===== config.mk =====
export PLATFORM = sky130hd
export DESIGN_NAME = prio_enc_rr
export DESIGN_NICKNAME = d
export VERILOG_FILES = /design/src/rtl/prio_enc_pkg.sv /design/src/rtl/prio_find.sv /design/src/rtl/prio_enc_rr.sv
export SDC_FILE = /design/constraint.sdc
export NUM_CORES = 1
export LEC_CHECK = 0
export CAP_MARGIN = 20
export CELL_PAD_IN_SITES_DETAIL_PLACEMENT = 1
export CELL_PAD_IN_SITES_GLOBAL_PLACEMENT = 2
export CORE_MARGIN = 1.5
export CORE_UTILIZATION = 28
export DETAILED_ROUTE_END_ITERATION = 12
export HOLD_SLACK_MARGIN = 0.05
export PLACE_DENSITY = 0.83
export SYNTH_ARGS = -nofsm -noshare
export SYNTH_HDL_FRONTEND = slang
export SYNTH_SLANG_ARGS = --single-unit

===== constraint.sdc =====
create_clock -name clk_i -period 2.48 [get_ports clk_i]
set_input_delay 0.248 -clock clk_i [delete_from_list [all_inputs] [get_ports clk_i]]
set_output_delay 0.248 -clock clk_i [all_outputs]
set_load 0.05 [all_outputs]

===== src/rtl/prio_enc_pkg.sv =====
// prio_enc_pkg: shared mode encoding and index-width helper for the priority encoder
// Contents:
//   prio_mode_e  selects fixed priority (MODE_FIXED) or round-robin priority (MODE_RR)
//   idx_w(n)     index width for an n-entry vector, at least 1
package prio_enc_pkg;

    typedef enum logic {MODE_FIXED = 1'b0, MODE_RR = 1'b1} prio_mode_e;

    function automatic int idx_w(input int n);
        return (n > 1) ? $clog2(n) : 1;
    endfunction

endpackage


===== src/rtl/prio_find.sv =====
// prio_find: combinational highest-set-bit finder
// Ports:
//   i_vec     in   N  vector to search
//   o_found   out  1  at least one bit of i_vec is set
//   o_idx     out  W  index of the highest set bit, 0 when none is set
//   o_onehot  out  N  one-hot form of o_idx, 0 when none is set
module prio_find
    import prio_enc_pkg::*;
#(
    parameter int N = 8,
    localparam int W = idx_w(N)
) (
    input  logic [N-1:0] i_vec,
    output logic         o_found,
    output logic [W-1:0] o_idx,
    output logic [N-1:0] o_onehot
);

    // Ascending scan: the last set bit seen is the highest one.
    always_comb begin
        o_idx = '0;
        for (int k = 0; k < N; k++)
            if (i_vec[k]) o_idx = W'(k);
        o_found  = |i_vec;
        o_onehot = o_found ? (N'(1) << o_idx) : '0;
    end

endmodule


===== src/rtl/prio_enc_rr.sv =====
// prio_enc_rr: N-input priority encoder, fixed or round-robin, with a registered valid/ready output
// Ports:
//   clk_i        in   1  clock, rising edge
//   rst_i        in   1  asynchronous active-high reset
//   req_i        in   N  request vector
//   mode_i       in   1  0 = fixed (highest index wins), 1 = round-robin; sampled on accept
//   in_valid_i   in   1  req_i/mode_i valid
//   in_ready_o   out  1  block can accept this cycle
//   out_valid_o  out  1  result outputs valid
//   out_ready_i  in   1  consumer takes the result this cycle
//   idx_o        out  W  binary index of the winner
//   onehot_o     out  N  one-hot winner, 0 when none_o
//   none_o       out  1  accepted vector was all zero
module prio_enc_rr
    import prio_enc_pkg::*;
#(
    parameter int N = 8,
    localparam int W = idx_w(N)
) (
    input  logic         clk_i,
    input  logic         rst_i,
    input  logic [N-1:0] req_i,
    input  logic         mode_i,
    input  logic         in_valid_i,
    output logic         in_ready_o,
    output logic         out_valid_o,
    input  logic         out_ready_i,
    output logic [W-1:0] idx_o,
    output logic [N-1:0] onehot_o,
    output logic         none_o
);

    logic [W-1:0] r_ptr;
    logic         r_valid;
    logic [W-1:0] r_idx;
    logic [N-1:0] r_onehot;
    logic         r_none;

    logic [N-1:0] w_mask;
    logic         w_m_found, w_f_found;
    logic [W-1:0] w_m_idx, w_f_idx, w_idx, w_ptr_nxt;
    logic [N-1:0] w_m_onehot, w_f_onehot, w_onehot;
    logic         w_rr, w_use_mask, w_accept;

    // Bits at or below the pointer are searched first in round-robin mode.
    always_comb begin
        w_mask = '0;
        for (int k = 0; k < N; k++)
            w_mask[k] = (W'(k) <= r_ptr);
    end

    prio_find #(.N(N)) u_find_masked (
        .i_vec    (req_i & w_mask),
        .o_found  (w_m_found),
        .o_idx    (w_m_idx),
        .o_onehot (w_m_onehot)
    );

    prio_find #(.N(N)) u_find_full (
        .i_vec    (req_i),
        .o_found  (w_f_found),
        .o_idx    (w_f_idx),
        .o_onehot (w_f_onehot)
    );

    assign w_rr       = (prio_mode_e'(mode_i) == MODE_RR);
    assign w_use_mask = w_rr && w_m_found;
    assign w_idx      = w_use_mask ? w_m_idx : w_f_idx;
    assign w_onehot   = w_use_mask ? w_m_onehot : w_f_onehot;
    // Next search starts just below the winner, wrapping from 0 to N-1.
    assign w_ptr_nxt  = (w_idx == '0) ? W'(N - 1) : w_idx - W'(1);

    assign in_ready_o = !r_valid || out_ready_i;
    assign w_accept   = in_valid_i && in_ready_o;

    always_ff @(posedge clk_i or posedge rst_i) begin
        if (rst_i) begin
            r_ptr    <= W'(N - 1);
            r_valid  <= 1'b0;
            r_idx    <= '0;
            r_onehot <= '0;
            r_none   <= 1'b0;
        end else if (w_accept) begin
            r_valid  <= 1'b1;
            r_idx    <= w_idx;
            r_onehot <= w_onehot;
            r_none   <= !w_f_found;
            if (w_rr && w_f_found) r_ptr <= w_ptr_nxt;
        end else if (out_ready_i) begin
            r_valid  <= 1'b0;
        end
    end

    assign out_valid_o = r_valid;
    assign idx_o       = r_idx;
    assign onehot_o    = r_onehot;
    assign none_o      = r_none;

endmodule


==> results by group <==
Status
  • Outcome: finished, final reports clean

Clocking
  • CTS tree: done
  • Total CTS buffers: 3
  • Clock tree root buffer cell: clkbuf_8
  • Post-CTS setup buffer count: 0
  • Reg clk slew, reported paths: 70 ps
  • Skew-Pair Late Insertion Delay: 250 ps
  • Longest Clk Path Bufs: 2
  • Hold_buf cts: 0
  • Post-CTS resize count: 0
  • CTS H-tree lvls: 1
  • CTS sink cnt: 16

STA
  • Skew final: 1.06 ps
  • Final hold vios: 0
  • Final setup violating endpoints: 0
  • Max-slew violations: 0
  • Worst-Margin Slew: 632 ps
  • Fin crit period: 2240 ps
  • Setup ws final: 238 ps
  • Unrepaired setup endpoints after global routing: false
  • Fmax: 0.446 GHz
  • Rel. slew slack: 57.8%
  • Period utilization: 90.4%

Power and ir drop
  • P_leak: 0.631 nW
  • P per Cell Area: 847 nW/µm²
  • Worst VDD drop: 0.000409 V

Setup path
  • Cells on worst reg2reg path: 7
  • Setup crit start kind: register
  • CP Data Arrival Time: 2410 ps
  • Setup crit end kind: register
  • Crit path max fanout: 13
  • Critical path type: register to register
  • Worst Path Required: 2650 ps

Synthesis
  • Seq cells post-synth: 16
  • Yosys warns: 0
  • Syn_area_per_cell: 8.69 µm²
  • Number of unique standard cell types used by synthesis: 44
  • Synth async-reset ratio: 100%
  • Cell area after synthesis: 1090 µm²
  • Prevailing post-synth register cell: dfrtp_1
  • Synth Instances: 126
  • Seq/Total Area, Yosys: 36.9%
  • Syn nets: 141
  • EDFF count, synth: 0

Finish
  • Final instance area: 1550 µm²
  • Util after Layout: 41.7%
  • Most frequent cells in the layout: clkdlybuf4s50_1, buf_4, nand2_1
  • Commonest non-fill, non-tap cell in the layout: clkdlybuf4s50_1
  • Layout cells sized above 1: 17.0%
  • Area delta synth->final: 41.5%
  • Final cell count without fillers: 213
  • Antenna cell count: 0
  • Final #Nets: 181

Routing
  • Total iterations of the first detailed-routing run: 4
  • Total Routed Length: 3.38 mm
  • Final antenna-violating net count: 0
  • Average wire per cell in the routed design: 15.9 µm
  • Vias: 1,114
  • Via/cell ratio: 5.23
  • Drt drc: 0
  • Initial DRC count: 71

Placement
  • Placement Setup Slack: -66.0 ps
  • Port bufs: 26
  • Hpwl dp: 2.69 mm
  • Post-Place Cells: 209
  • Dpl cell area: 1490 µm²
  • Gpl congestion: 0.812

Floorplan
  • Die Height: 65.5 µm
  • Area of the die: 4290 µm²
  • Starting Density: 29.5%
  • Row cnt: 22
  • Core area: 3720 µm²
  • Die width: 65.5 µm
  • I/O pin cnt: 27

Flow run
  • Max-Cap Viols: 0

Global routing
  • Largest net degree at the start of global routing: 19
  • Vias in the first global route: 1,183
  • Initial antenna violation count: 0
  • GRT Util Overall: 17.1%
  • Total grt overflow: 0
  • First-pass GRT wire length: 5.66 mm

Worst hold path
  • Worst hold-check path type: input port to async pin
## Yosys cell counts, drive strengths merged, types with 2 or more instances
master	n	share of area, %
nand2	14	4.8
o31ai	2	1.4
inv	5	1.7
buf	2	2.1
dfrtp	13	30
nand2b	4	2.3
o21a	4	4.1
nand3	4	1.8
nor4	5	3.4
ha	2	2.3
nand4	3	1.7
nor2	12	4.1
o32ai	2	1.6
nor4b	2	1.6
o21ai	11	5.0
dfstp	3	7.2
a31oi	5	2.9
a21oi	6	2.7
clkbuf	5	1.7
## critical path, cell delays in order (launching register included)
cell and delay [ps]:
dfstp_2 440, nor4_2 280, nor2_1 150, o41ai_4 410
mux2i_1 290, ha_1 180, ha_1 220, o21ai_0 190
## stage by stage
stage	power (mW)	hold slack (ps)	TNS [ps]
finish	1.31	376	0
global route	1.40	434	0
CTS	1.33	416	0
detailed placement	1.08	483	-66.0
global placement	1.07	469	0
floorplan	0.854	160	0
## worst paths after layout
kind                                         start                 endpoint  slack (ps)
max in group asynchronous                    rst_i       none_o$_DFFE_PP0P_        1700
min                                          rst_i  onehot_o[0]$_DFFE_PP0P_         380
max                           r_ptr[2]$_DFFE_PP1P_     r_ptr[2]$_DFFE_PP1P_         240
max reg2reg                   r_ptr[2]$_DFFE_PP1P_     r_ptr[2]$_DFFE_PP1P_         240
min in group clk_i         onehot_o[6]$_DFFE_PP0P_  onehot_o[6]$_DFFE_PP0P_         490
min reg2reg                onehot_o[6]$_DFFE_PP0P_  onehot_o[6]$_DFFE_PP0P_         490
## report_power, final
part / leakage (nW) / internal (mW) / switching (mW) / total, mW
Clock: 0.0288 / 0.141 / 0.0981 / 0.239
Sequential: 0.196 / 0.338 / 0.0892 / 0.428
Combinational: 0.407 / 0.265 / 0.380 / 0.645
## final cells by class
type	count	area, µm²
fill	457	2170
multi-input combinational	98	631
sequential	16	404
timing repair buffer	42	380
tap	48	60.1
clock buffer	4	55.1
inverter	5	18.8
## logic make-up (layout without fill, tap and decap cells)
kind of cell / Yosys count / count (layout) / share of synthesized area, %
mux: 1 / 1 / 0.914
compound gates: 40 / 40 / 27.2
flops: 16 / 16 / 36.9
simple gates: 55 / 55 / 27.2
buf+inv: 12 / 51 / 5.49
fa+ha+maj: 2 / 2 / 2.29
## state kept, by name, indices dropped and copies added, names as in the netlist
| register | count |
|---|---|
| idx_o | 3 |
| none_o | 1 |
| onehot_o | 8 |
| out_valid_o | 1 |
| r_ptr | 3 |
## per-layer routing
layer	global-route usage, %	part of all wire, %	up-vias
li1	-	-	552
met1	21.3	45	532
met2	29.5	50	23
met3	3.77	3.6	7
met4	4.69	1.4	0
met5	0	0	-
No activity file was read; power rests on OpenSTA's default activity.
